<file path="src/rtl/nurse_call_pkg.sv">
// Shared types and helpers for the nurse-call controller.
// Escalation is compiled in only when NURSE_CALL_ESCALATE_EN is defined.
package nurse_call_pkg;

    typedef enum logic {
        IDLE  = 1'b0,
        SERVE = 1'b1
    } state_t;

    localparam int MAX_BEDS = 16;
    localparam int MAX_ID_W = 4;

    // Index of the lowest set bit among the first 'width' bits; 0 if none set.
    function automatic logic [MAX_ID_W-1:0] lowest_set(input logic [MAX_BEDS-1:0] vec,
                                                       input int width);
        logic [MAX_ID_W-1:0] idx;
        idx = '0;
        for (int i = MAX_BEDS - 1; i >= 0; i--) begin
            if (i < width && vec[i]) begin
                idx = MAX_ID_W'(i);
            end
        end
        return idx;
    endfunction

endpackage

</file>
<file path="src/rtl/nurse_call_sync.sv">
// One call channel: 2-flop synchroniser followed by a rising-edge pulse.
// The channel only arms after it has seen a real low sample following reset,
// so a button held through reset must be released and pressed again.
module nurse_call_sync (
    input  logic clk,
    input  logic rst,
    input  logic i_raw,
    output logic o_rise
);

    logic       r_meta;
    logic       r_sync;
    logic       r_prev;
    logic [1:0] r_fill;
    logic       r_armed;

    // Synchronise the raw switch and track when the pipeline holds real samples.
    always_ff @(posedge clk) begin
        if (rst) begin
            r_meta  <= 1'b0;
            r_sync  <= 1'b0;
            r_prev  <= 1'b0;
            r_fill  <= 2'b00;
            r_armed <= 1'b0;
        end else begin
            r_meta  <= i_raw;
            r_sync  <= r_meta;
            r_prev  <= r_sync;
            r_fill  <= {r_fill[0], 1'b1};
            r_armed <= r_armed | (r_fill[1] & ~r_sync);
        end
    end

    assign o_rise = r_sync & ~r_prev & r_armed;

endmodule

</file>
<file path="src/rtl/nurse_call_ctrl.sv">
// Nurse-call controller: latches per-bed call edges, serves them one at a
// time in fixed priority (bed 0 highest) with LED and blinking buzzer until ack.
// Define NURSE_CALL_ESCALATE_EN to build the unacknowledged-call alarm.
module nurse_call_ctrl
    import nurse_call_pkg::*;
#(
    parameter int N_BEDS     = 4,
    parameter int BLINK_DIV  = 25_000_000,
    parameter int ESC_CYCLES = 500_000_000
) (
    input  logic                      clk,
    input  logic                      rst,
    input  logic [N_BEDS-1:0]         call,
    input  logic                      ack,
    output logic [N_BEDS-1:0]         led,
    output logic [$clog2(N_BEDS)-1:0] active_id,
    output logic [N_BEDS-1:0]         pending,
    output logic                      busy,
    output logic                      buzz,
    output logic                      alarm
);

    localparam int ID_W    = $clog2(N_BEDS);
    localparam int BLINK_W = $clog2(BLINK_DIV);

    logic [N_BEDS-1:0]  w_rise;
    logic [ID_W-1:0]    w_next_id;
    logic [N_BEDS-1:0]  w_next_onehot;

    state_t             r_state;
    logic [N_BEDS-1:0]  r_pending;
    logic [N_BEDS-1:0]  r_led;
    logic [ID_W-1:0]    r_active_id;
    logic               r_busy;
    logic               r_buzz;
    logic [BLINK_W-1:0] r_blink_cnt;

    genvar gi;
    generate
        for (gi = 0; gi < N_BEDS; gi++) begin : g_chan
            nurse_call_sync u_sync (
                .clk    (clk),
                .rst    (rst),
                .i_raw  (call[gi]),
                .o_rise (w_rise[gi])
            );
        end
    endgenerate

    assign w_next_id     = ID_W'(lowest_set(MAX_BEDS'(r_pending), N_BEDS));
    assign w_next_onehot = N_BEDS'(1) << w_next_id;

    // Pending requests: edges set bits, ack clears the served bit; set wins.
    always_ff @(posedge clk) begin
        if (rst) begin
            r_pending <= '0;
        end else if (r_state == SERVE && ack) begin
            r_pending <= (r_pending & ~r_led) | w_rise;
        end else begin
            r_pending <= r_pending | w_rise;
        end
    end

`ifdef NURSE_CALL_ESCALATE_EN
    localparam int ESC_W = $clog2(ESC_CYCLES);
    logic [ESC_W-1:0] r_esc_cnt;
    logic             r_alarm;
`else
    logic w_unused_esc;
    assign w_unused_esc = (ESC_CYCLES < 2);
`endif

    // Serving FSM with registered LED, id, busy, buzzer and alarm outputs.
    always_ff @(posedge clk) begin
        if (rst) begin
            r_state     <= IDLE;
            r_led       <= '0;
            r_active_id <= '0;
            r_busy      <= 1'b0;
            r_buzz      <= 1'b0;
            r_blink_cnt <= '0;
`ifdef NURSE_CALL_ESCALATE_EN
            r_esc_cnt   <= '0;
            r_alarm     <= 1'b0;
`endif
        end else begin
            case (r_state)
                IDLE: begin
                    if (r_pending != '0) begin
                        r_state     <= SERVE;
                        r_active_id <= w_next_id;
                        r_led       <= w_next_onehot;
                        r_busy      <= 1'b1;
                        r_buzz      <= 1'b1;
                        r_blink_cnt <= '0;
`ifdef NURSE_CALL_ESCALATE_EN
                        r_esc_cnt   <= '0;
`endif
                    end
                end
                SERVE: begin
                    if (ack) begin
                        r_state     <= IDLE;
                        r_active_id <= '0;
                        r_led       <= '0;
                        r_busy      <= 1'b0;
                        r_buzz      <= 1'b0;
                        r_blink_cnt <= '0;
`ifdef NURSE_CALL_ESCALATE_EN
                        r_esc_cnt   <= '0;
                        r_alarm     <= 1'b0;
`endif
                    end else begin
                        if (r_blink_cnt == BLINK_W'(BLINK_DIV - 1)) begin
                            r_blink_cnt <= '0;
                            r_buzz      <= ~r_buzz;
                        end else begin
                            r_blink_cnt <= r_blink_cnt + 1'b1;
                        end
`ifdef NURSE_CALL_ESCALATE_EN
                        if (r_esc_cnt == ESC_W'(ESC_CYCLES - 1)) begin
                            r_alarm <= 1'b1;
                        end else begin
                            r_esc_cnt <= r_esc_cnt + 1'b1;
                        end
`endif
                    end
                end
                default: r_state <= IDLE;
            endcase
        end
    end

    assign led       = r_led;
    assign active_id = r_active_id;
    assign pending   = r_pending;
    assign busy      = r_busy;
    assign buzz      = r_buzz;
`ifdef NURSE_CALL_ESCALATE_EN
    assign alarm     = r_alarm;
`else
    assign alarm     = 1'b0;
`endif

endmodule

</file>
<file path="config.mk">
export PLATFORM = sky130hd
export DESIGN_NAME = nurse_call_ctrl
export DESIGN_NICKNAME = d
export VERILOG_FILES = /design/src/rtl/nurse_call_pkg.sv /design/src/rtl/nurse_call_sync.sv /design/src/rtl/nurse_call_ctrl.sv
export SDC_FILE = /design/constraint.sdc
export NUM_CORES = 1
export LEC_CHECK = 0
export ABC_AREA = 1
export CORE_MARGIN = 3
export CORE_UTILIZATION = 50
export DETAILED_ROUTE_END_ITERATION = 6
export GPL_ROUTABILITY_DRIVEN = 0
export GPL_TIMING_DRIVEN = 1
export PLACE_DENSITY = 0.7
export SYNTH_ARGS = -nofsm -noshare
export SYNTH_HDL_FRONTEND = slang
export SYNTH_SLANG_ARGS = --single-unit
</file>
<file path="constraint.sdc">
create_clock -name clk -period 3 [get_ports clk]
set_input_delay 0.45 -clock clk [delete_from_list [all_inputs] [get_ports clk]]
set_output_delay 0.45 -clock clk [all_outputs]
set_load 0.01 [all_outputs]
</file>
# Word level (Yosys, flattened, before mapping)
# Index checks and enable logic that the tools add are counted.
# totals
reg_bits,62
latch_bits,0
ram_bits,0
mem_bits_ro,0
in_bits,7
output_inout_bits,13
n_memories,0
# classes
n_addsub,1
n_mul,0
div,0
n_lt_le_gt_ge,0
eq_ne,4
n_shift,1
mux,28
n_bitwise,30
n_reduce_logical,4
# ops
cell,count
25-bit two-way mux,3
25-bit case mux with 2 select lines,1
"25-bit by 1-bit adder with 25-bit output, second input constant",1
"25-bit == test, second input constant",1
1-bit AND,12
2-bit two-way mux,6
4-bit two-way mux,3
1-bit two-way mux,10
1-bit NOT,10
4-bit bitwise OR,2
4-bit case mux with 2 select lines,1
1-bit case mux with 2 select lines,3
4-bit AND,1
"2-bit != test, second input constant",2
4-bit NOT,1
1-bit bitwise OR,4
2-bit case mux with 2 select lines,1
2-bit AND reduction,2
4-bit nonzero test,1
"1-bit by 2-bit << shifter with 4-bit output, first input constant",1
"3-bit by 2-bit != test with 1-bit output, second input constant",1
1-bit logical AND,1

# Longest topological paths before layout
# Gate-level depths: netlist of the first run.
# logic_depth
depth_word,7
depth_mapped,11

# Modules after synthesis
# From an unflattened synthesis of the first run, not the netlist that was laid out.
# hier_totals
cells_unflattened,404
area_unflattened_um2,2815.2
# modules_own_cells
module,instances,cells_per_inst,area_each_um2,seq_area_each_um2
nurse_call_ctrl,1,328,2084.5,760.7
nurse_call_sync,4,19,182.7,120.1

# Worst setup path before layout of the first run
# OpenSTA, ideal clock, no wires.
# synth_timing
path_type,reg-to-reg
startpoint,register r_blink_cnt[0]
endpoint,register r_blink_cnt[24]
setup_ns,0.114
arrival_time_ns,1.220
t_required_ns,2.886
slack_ns,1.665
stages_incl_launch_ff,11
period_less_slack_ns,1.335
path_cell_list,dfxtp_1 -> ha_1 -> nand2_1 -> nor2_4 -> nand2_2 -> nor2_2 -> nand2_1 -> nor2_1 -> nand2_1 -> nand2_1 -> nor2_1
# synth_between
elab_chain_cells,4
# synth_lines
item,line,rtl
start: declaration,nurse_call_ctrl.sv:36,logic [BLINK_W-1:0] r_blink_cnt;
start signal: assignment,nurse_call_ctrl.sv:118,r_blink_cnt <= r_blink_cnt + 1'b1;
25-bit by 1-bit adder with 25-bit output / 25-bit == test (equally long branches),"nurse_call_ctrl.sv:118, nurse_call_ctrl.sv:114",
25-bit two-way mux *,nurse_call_ctrl.sv:114,if (r_blink_cnt == BLINK_W'(BLINK_DIV - 1)) begin
25-bit two-way mux *,nurse_call_ctrl.sv:102,if (ack) begin
25-bit case mux with 2 select lines *,nurse_call_ctrl.sv:87,case (r_state)
# Every way passes the cells marked *; elsewhere a longest branch is shown, timed or not.
# A chain may end at the register's enable or synchronous reset.

# Final worst setup path of the first run
# layout_timing
startpoint,"register r_pending[0], in the netlist pending[0]"
endpoint,output port pending[0]
# layout_rtl
item,line,rtl
start: declaration,nurse_call_ctrl.sv:31,logic [N_BEDS-1:0] r_pending;
start signal: assignment,nurse_call_ctrl.sv:58,r_pending <= (r_pending & ~r_led) | w_rise;
start signal: assignment,nurse_call_ctrl.sv:60,r_pending <= r_pending | w_rise;
end: declaration,nurse_call_ctrl.sv:17,"output logic [N_BEDS-1:0] pending,"
# No word-level cell between the ends.

==> flow_summary_export.csv, run 1 <==
group,metric,value,unit
floorplanning,rows,25,
synth,synth-seq-cells,56,
setup_path,cp_num_buf_inv,1,
grt,antenna_found_initial,0,
power_and_ir_drop,power.density,455,nW/um^2
synth,synth_area,2550,um^2
setup_path,crit_fanout,6,
floorplanning,start_util,0.530,
detailed_routing,drc,0,
floorplanning,dieArea,6000,um^2
power_and_ir_drop,p_sw,0.330,mW
sta,timing.fmax,0.559,GHz
synth,synthTopCellsByArea,"dfxtp_1, nand2_1, nor2_1",
grt,grt.overflow.total,0,
power_and_ir_drop,p_clk_frac,0.322,
sta,timing.final.ws_setup,1.21,ns
power_and_ir_drop,comb_power_share,0.083,
synth,synth_warnings,0,
grt,grt_pass1_vias,1999,
detailed_routing,vias_per_cell,4.60,
detailed_routing,first_iter_violations,86,
place,portBuffers,18,
run,maxCapViolations,0,
sta,hold_violations,0,
synth,yosys_most_used_dff,"dfxtp_1",
synth,synth.distinct_cells,35,
synth,synth_edf_count,0,
setup_path,reg2reg_from,"r_blink_cnt[0]",
setup_path,crit_chain,"clkdlybuf4s50_1",
sta,fin_crit,1.79,ns
synth,synth_top_area_share,0.439,
cts,path_clk_slew,0.10,ns
sta,setup_viol,0,
place,postPlaceCellArea,2770,um^2
synth,synth_cells,348,
cts,post_cts_buffers,0,
floorplanning,boundaryPins,20,
place,dpl.hpwl,3330,um
power_and_ir_drop,p_leak,1.11,nW
sta,setup_tns,0,ns
cts,clock_latency,0.31,ns
synth,ys_seq_area_frac,0.439,
setup_path,ff2ff_setup_slack,1.37,ns
synth,synthArstFlopShare,0,
cts,clock-sinks,56,
detailed_routing,avgRoutedWirePerCell,10.2,um
cts,cts_tree,"yes",
grt,grt_max_degree,28,
cts,clockBufferDepth,2,
final_layout,post-route-cell-area,2860,um^2
hold_path,min-delay-start,"g_chan[2].u_sync.r_meta",
place,place_worst_setup_slack,1.23,ns
power_and_ir_drop,p_seq_frac,0.595,
detailed_routing,first_pass_iters,4,
setup_path,cp_top_family,"buffers and inverters",
synth,avgSynthCellArea,7.34,um^2
cts,cts-resized-gates,0,
setup_path,critical_path.max_stage_delay,0.58,ns
detailed_routing,vias,2001,
setup_path,crit_start,"pending[0]",
final_layout,syn2layout_area_growth,12.1,%
final_layout,diodes,0,
sta,final_max_slew_viol_count,0,
sta,fin_crit_sh,0.596,
setup_path,crit_type,"reg2out",
setup_path,crit_slowest_cell,"clkdlybuf4s50_1",
cts,clockRootBuffer,"clkbuf_8",
setup_path,endpoint_kind,"output pin",
power_and_ir_drop,p_int,0.972,mW
grt,grt_first_pass_wirelength,8410,um
setup_path,crit_required,2.55,ns
outcome,status,"completed",
power_and_ir_drop,switching_share,0.254,
final_layout,nets,375,
setup_path,start_kind,"flop",
synth,synth_nets,356,
synth,yosys.area.top_type,"dfxtp_1",
floorplanning,die_w,77.5,um
floorplanning,fp.coreArea,4820,um^2
power_and_ir_drop,peakVddDrop,0.000229,V
cts,htreeDepth,2,
cts,cts_hold_buf,0,
detailed_routing,wl,4450,um
hold_path,hold_path_class,"reg2reg",
final_layout,drive_above_1_share,0.0924,
setup_path,crit_arrival,1.34,ns
final_layout,fill_cells,491,
sta,rsz0062_at_grt,"no",
sta,fin_worst_skew,0.00605,ns
detailed_routing,ant_nets,0,
cts,numCtsBuffers,5,
grt,grtUsageTotal,0.170,
floorplanning,dieHeight,77.5,um
cell families after synthesis:
family,synth area share
compound gates,0.0563
xor+xnor,0.0411
fa+ha+maj,0.00490
buf+inv,0.0975
flops,0.439
mux,0.00392
other cells,0.00147
simple gates,0.356
metal layers:
layer	GRT usage	routed length, um	up-vias
li1	-	-	1093
met1	0.219	2300	880
met2	0.278	1970	23
met3	0.0325	128	5
met4	0.0694	57	0
met5	0	0	-
cell usage after synthesis, types with 3 or more instances:
cell type / instances
nor3_1: 3
inv_1: 50
nor2_4: 4
nand4_1: 5
nand2_1: 78
dfxtp_1: 56
nor2_1: 69
o21ai_1: 3
buf_6: 3
xor2_1: 9
a21oi_1: 13
nand3_1: 15
o21ai_0: 3
nor2_2: 5
xnor2_1: 3
nand2_2: 5
worst min-delay path, stage by stage (launching register included):
cell and delay (ns):
dfxtp_1 0.31, inv_1 0.04, nor2_1 0.03
final cells by class:
| cell class | count | area (um^2) | share of cell area |
|---|---|---|---|
| multi-input cells | 233 | 1180 | 0.414 |
| flip-flops and latches | 56 | 1120 | 0.391 |
| inverters | 52 | 195 | 0.0682 |
| repair buffers | 19 | 188 | 0.0655 |
| well taps | 67 | 83.8 | 0.0293 |
| clock buffers | 5 | 68.8 | 0.0240 |
| clock inverters | 3 | 22.5 | 0.00786 |
metrics by stage:
step | hold WS, ns | instances | power, mW | util
2_1_floorplan | 0.388 | 348 | 0.874 | -
3_5_place_dp | 0.393 | 427 | 0.902 | 0.576
5_1_grt | 0.414 | 435 | 1.36 | 0.595
4_1_cts | 0.408 | 435 | 1.32 | 0.595
3_3_place_gp | 0.391 | 427 | 0.898 | 0.576
6_report | 0.405 | 435 | 1.30 | 0.595
sequential cells by signal, indices dropped and copies added, names as in the netlist:
signal                 count
pending                    4
g_chan.u_sync.r_meta       4
r_state                    1
busy                       1
active_id                  2
buzz                       1
led                        4
g_chan.u_sync.r_prev       4
g_chan.u_sync.r_armed      4
g_chan.u_sync.r_fill       2
r_blink_cnt               25
g_chan.u_sync.r_sync       4
power groups by stage:
stage	Sequential, mW	Clock, mW	Combinational [mW]
2_1_floorplan	0.793	0	0.0811
3_3_place_gp	0.792	0	0.106
3_5_place_dp	0.793	0	0.109
4_1_cts	0.776	0.436	0.110
5_1_grt	0.778	0.459	0.122
6_report	0.775	0.419	0.108
layout by cell type (no fill, tap or decap), drive strengths merged:
| master | Yosys | layout |
|---|---|---|
| buf | 7 | 1 |
| o22ai | 1 | 1 |
| dfxtp | 56 | 56 |
| nand2 | 85 | 85 |
| o21ai | 6 | 6 |
| nand4 | 6 | 6 |
| clkinv | 1 | 3 |
| o41ai | 2 | 2 |
| clkdlybuf4s50 | 0 | 18 |
| inv | 51 | 52 |
| a21o | 1 | 1 |
| a21oi | 14 | 14 |
| mux2i | 1 | 1 |
| nand3 | 19 | 19 |
| xor2 | 9 | 9 |
| conb | 1 | 1 |
| xnor2 | 3 | 3 |
| ha | 1 | 1 |
| o32ai | 1 | 1 |
| nor2 | 79 | 79 |
| nor3 | 4 | 4 |
| clkbuf | 0 | 5 |
final timing paths:
| path | cells past startpoint | endpoint |
|---|---|---|
| max reg2reg | 10 | r_blink_cnt[20] |
| max | 1 | pending[0] |
| min | 2 | g_chan[2].u_sync.r_sync |
| min reg2reg | 2 | g_chan[2].u_sync.r_sync |
No activity file was read; power rests on OpenSTA's default activity.
==> inputs of run 2 (changes only) <==
==> constraint.sdc (replaced) <==
create_clock -name clk -period 1.9 [get_ports clk]
set_input_delay 0.285 -clock clk [delete_from_list [all_inputs] [get_ports clk]]
set_output_delay 0.285 -clock clk [all_outputs]
set_load 0.01 [all_outputs]
==> flow_summary_export.csv, run 2 (same netlist as run 1, synthesis figures left out) <==
group,metric,value,unit
floorplanning,start_util,0.530,
cts,cts_hold_buf,0,
grt,antenna_found_initial,0,
setup_path,cp_num_buf_inv,1,
final_layout,diodes,0,
setup_path,cp_top_family,"buffers and inverters",
setup_path,crit_required,1.62,ns
final_layout,final_common_cell,"nand2_1",
power_and_ir_drop,p_total,2.10,mW
grt,grt_max_degree,28,
final_layout,finish.utilization,0.596,
cts,cts-resized-gates,0,
final_layout,drive_above_1_share,0.0924,
final_layout,nets,375,
sta,timing.final.ws_setup,0.259,ns
setup_path,start_kind,"flop",
setup_path,crit_type,"reg2out",
detailed_routing,avgRoutedWirePerCell,10.4,um
outcome,status,"completed",
power_and_ir_drop,p_sw,0.551,mW
power_and_ir_drop,comb_power_share,0.080,
power_and_ir_drop,power.density,732,nW/um^2
power_and_ir_drop,p_int,1.55,mW
final_layout,top_register,"r_blink_cnt",
setup_path,endpoint_kind,"output pin",
final_layout,syn2layout_area_growth,12.3,%
grt,grtUsageTotal,0.174,
floorplanning,boundaryPins,20,
final_layout,layout_common_cells,"nand2_1, nor2_1, dfxtp_1",
cts,htreeDepth,2,
grt,grt_pass1_vias,1952,
power_and_ir_drop,p_clk_frac,0.337,
setup_path,crit_arrival,1.36,ns
floorplanning,dieHeight,77.5,um
power_and_ir_drop,p_seq_frac,0.583,
power_and_ir_drop,switching_share,0.262,
detailed_routing,vias_per_cell,4.75,
grt,grt_first_pass_wirelength,8500,um
place,place_worst_setup_slack,0.298,ns
setup_path,crit_slowest_cell,"clkdlybuf4s50_1",
cts,clock_latency,0.32,ns
place,dpl.hpwl,3380,um
setup_path,crit_chain,"clkdlybuf4s50_1",
sta,setup_viol,0,
hold_path,hold_path_class,"reg2reg",
floorplanning,rows,25,
floorplanning,dieArea,6000,um^2
detailed_routing,ant_nets,0,
floorplanning,fp.coreArea,4820,um^2
setup_path,critical_path.max_stage_delay,0.58,ns
setup_path,crit_fanout,6,
cts,clockBufferDepth,2,
grt,grt.overflow.total,0,
cts,cts_tree,"yes",
cts,clockRootBuffer,"clkbuf_8",
detailed_routing,vias,2065,
floorplanning,die_w,77.5,um
sta,fin_worst_skew,0.00551,ns
cts,numCtsBuffers,5,
sta,fin_crit_sh,0.864,
power_and_ir_drop,p_leak,1.11,nW
power_and_ir_drop,peakVddDrop,0.000369,V
sta,rsz0062_at_grt,"no",
sta,fin_crit,1.64,ns
final_layout,largest_reg_flops,25,
cts,path_clk_slew,0.11,ns
sta,final_max_slew_viol_count,0,
detailed_routing,first_iter_violations,110,
sta,setup_tns,0,ns
detailed_routing,first_pass_iters,4,
cts,clock-sinks,56,
sta,timing.fmax,0.609,GHz
run,maxCapViolations,0,
detailed_routing,drc,0,
sta,hold_violations,0,
cts,post_cts_buffers,0,
detailed_routing,wl,4520,um
place,portBuffers,18,
-- run 2: cell count changes in the layout (fill, tap and decap cells not counted), sizes merged --
cell,before,now
clkinv,3,1
inv,52,54
-- run 2: worst min-delay path, stage by stage (launching register included) --
cell	delay [ns]
dfxtp_1	0.32
inv_1	0.04
nor2_1	0.03
-- run 2: final timing paths --
| path | start | to | slack (ns) | depth (start not counted) |
|---|---|---|---|---|
| setup / recovery | pending[1] | pending[1] | 0.26 | 1 |
| hold / removal | g_chan[1].u_sync.r_meta | g_chan[1].u_sync.r_sync | 0.41 | 2 |
| setup reg to reg | r_blink_cnt[0] | r_blink_cnt[24] | 0.34 | 10 |
| hold reg to reg | g_chan[1].u_sync.r_meta | g_chan[1].u_sync.r_sync | 0.41 | 2 |
-- run 2: power by group through the flow --
stage	logic, mW	registers (mW)	clock network (mW)
finish	0.168	1.22	0.707
detailed placement	0.169	1.25	0
floorplan	0.128	1.25	0
global placement	0.168	1.25	0
global route	0.192	1.23	0.784
CTS	0.170	1.23	0.737
-- run 2: per-stage QoR --
step / instances / area [um^2] / hold WS (ns)
floorplan: 348 / 2550 / 0.388
global placement: 427 / 2770 / 0.389
detailed placement: 427 / 2770 / 0.398
CTS: 435 / 2870 / 0.414
global route: 435 / 2870 / 0.436
finish: 435 / 2870 / 0.411
-- run 2: area by class of cell --
class | instances | area, um^2
clock buffer | 5 | 68.8
clock inverter | 3 | 28.8
fill | 474 | 1950
inverter | 52 | 195
multi-input combinational | 233 | 1180
sequential | 56 | 1120
tap | 67 | 83.8
timing repair buffer | 19 | 188
-- run 2: per-layer routing --
metal  wire, um  up-vias  global-route usage  share of wire
li1           -     1101                   -              -
met1       2300      931               0.228           0.51
met2       1960       27               0.277           0.43
met3        178        6              0.0406          0.039
met4         72        0              0.0641          0.016
met5          0        -                   0              0
==> inputs of run 3 (changes only) <==
--- a/config.mk
+++ b/config.mk
@@ -12,6 +12,7 @@
 export GPL_ROUTABILITY_DRIVEN = 0
 export GPL_TIMING_DRIVEN = 1
 export PLACE_DENSITY = 0.7
+export REMOVE_ABC_BUFFERS = 1
 export SYNTH_ARGS = -nofsm -noshare
 export SYNTH_HDL_FRONTEND = slang
 export SYNTH_SLANG_ARGS = --single-unit
==> flow_summary_export.csv, run 3 (same netlist as run 1, synthesis figures left out) <==
group,metric,value,unit
cts,cts_hold_buf,0,
cts,numCtsBuffers,5,
sta,setup_tns,0,ns
setup_path,crit_arrival,1.33,ns
setup_path,ff2ff_setup_slack,0.33,ns
final_layout,layout_common_cells,"nand2_1, nor2_1, dfxtp_1",
cts,post_cts_buffers,0,
setup_path,r2r_cells,10,
setup_path,crit_chain,"clkdlybuf4s50_1",
setup_path,crit_slowest_cell,"clkdlybuf4s50_1",
power_and_ir_drop,power.density,718,nW/um^2
setup_path,reg2reg_from,"r_blink_cnt[1]",
hold_path,min_to,"g_chan[2].u_sync.r_sync",
detailed_routing,ant_nets,0,
place,place_inst,428,
floorplanning,dieArea,6000,um^2
sta,hold-worst-slack,0.411,ns
detailed_routing,vias_per_cell,4.59,
cts,clockBufferDepth,2,
setup_path,cp_top_family,"buffers and inverters",
final_layout,diodes,0,
setup_path,cp_num_buf_inv,1,
sta,hold_violations,0,
cts,htreeDepth,2,
final_layout,top_register,"r_blink_cnt",
setup_path,rr_endpoint,"r_blink_cnt[16]",
detailed_routing,wl,4460,um
place,place_worst_setup_slack,0.312,ns
setup_path,start_kind,"flop",
hold_path,min_path_cells,2,
final_layout,nets,376,
run,maxCapViolations,0,
detailed_routing,drc,0,
floorplanning,dieHeight,77.5,um
sta,fin_crit,1.62,ns
detailed_routing,first_pass_iters,6,
floorplanning,die_w,77.5,um
sta,rsz0062_at_grt,"no",
grt,grt_first_pass_wirelength,8340,um
floorplanning,start_util,0.530,
cts,clockRootBuffer,"clkbuf_8",
sta,fin_crit_sh,0.852,
outcome,status,"completed",
setup_path,crit_fanout,6,
detailed_routing,avgRoutedWirePerCell,10.2,um
setup_path,endpoint_kind,"output pin",
grt,grt_pass1_vias,1886,
final_layout,drive_above_1_share,0.0949,
hold_path,hold_path_class,"reg2reg",
final_layout,finish.utilization,0.597,
sta,timing.final.ws_setup,0.280,ns
setup_path,crit_required,1.62,ns
cts,cts_tree,"yes",
place,portBuffers,18,
final_layout,finalNonFillerCells,436,
sta,timing.fmax,0.617,GHz
detailed_routing,first_iter_violations,108,
sta,final_max_slew_viol_count,0,
power_and_ir_drop,peakVddDrop,0.000387,V
cts,clock-sinks,56,
cts,cts-resized-gates,0,
final_layout,final_common_cell,"nand2_1",
floorplanning,boundaryPins,20,
grt,grt_max_degree,28,
grt,antenna_found_initial,0,
cts,clock_latency,0.31,ns
hold_path,min-delay-start,"g_chan[2].u_sync.r_meta",
power_and_ir_drop,p_leak,1.11,nW
cts,path_clk_slew,0.10,ns
final_layout,syn2layout_area_growth,12.5,%
setup_path,critical_path.max_stage_delay,0.58,ns
sta,setup_viol,0,
grt,grtUsageTotal,0.168,
place,dpl.hpwl,3350,um
detailed_routing,vias,2003,
grt,grt.overflow.total,0,
floorplanning,rows,25,
setup_path,crit_type,"reg2out",
final_layout,largest_reg_flops,25,
sta,fin_worst_skew,0.0135,ns
floorplanning,fp.coreArea,4820,um^2
-- run 3: cell type report --
class,instances,area (um^2)
Sequential cell,56,1120
Multi-Input combinational cell,233,1180
Inverter,52,195
Timing Repair Buffer,20,195
Fill cell,489,1940
Clock buffer,5,68.8
Tap cell,67,83.8
Clock inverter,3,25.0
-- run 3: worst max path at each step --
stage | from | end | slack, ns | cells after the start
finish | pending[1] | pending[1] | 0.28 | 1
global route | r_blink_cnt[1] | r_blink_cnt[2] | 0.16 | 10
CTS | pending[1] | pending[1] | 0.27 | 1
detailed placement | r_blink_cnt[1] | r_blink_cnt[16] | 0.31 | 10
global placement | r_blink_cnt[0] | r_blink_cnt[18] | 0.35 | 10
floorplan | r_blink_cnt[0] | r_blink_cnt[24] | 0.55 | 10
-- run 3: through the flow --
step,total power [mW],area [um^2]
6_report,2.06,2870
3_5_place_dp,1.42,2780
3_3_place_gp,1.42,2780
4_1_cts,2.10,2870
2_1_floorplan,1.35,2500
5_1_grt,2.17,2870
-- run 3: where the power goes --
part	internal, mW	switching, mW	leakage [nW]	total, mW
Clock	0.270	0.401	0.0452	0.671
Sequential	1.21	0.0168	0.455	1.22
Combinational	0.0642	0.106	0.608	0.170
Total	1.54	0.524	1.11	2.06
-- run 3: metal layers --
layer | track usage | vias to the layer above | part of all wire
li1 | - | 1093 | -
met1 | 0.235 | 882 | 0.52
met2 | 0.258 | 24 | 0.44
met3 | 0.0348 | 4 | 0.033
met4 | 0.0534 | 0 | 0.011
met5 | 0 | - | 0
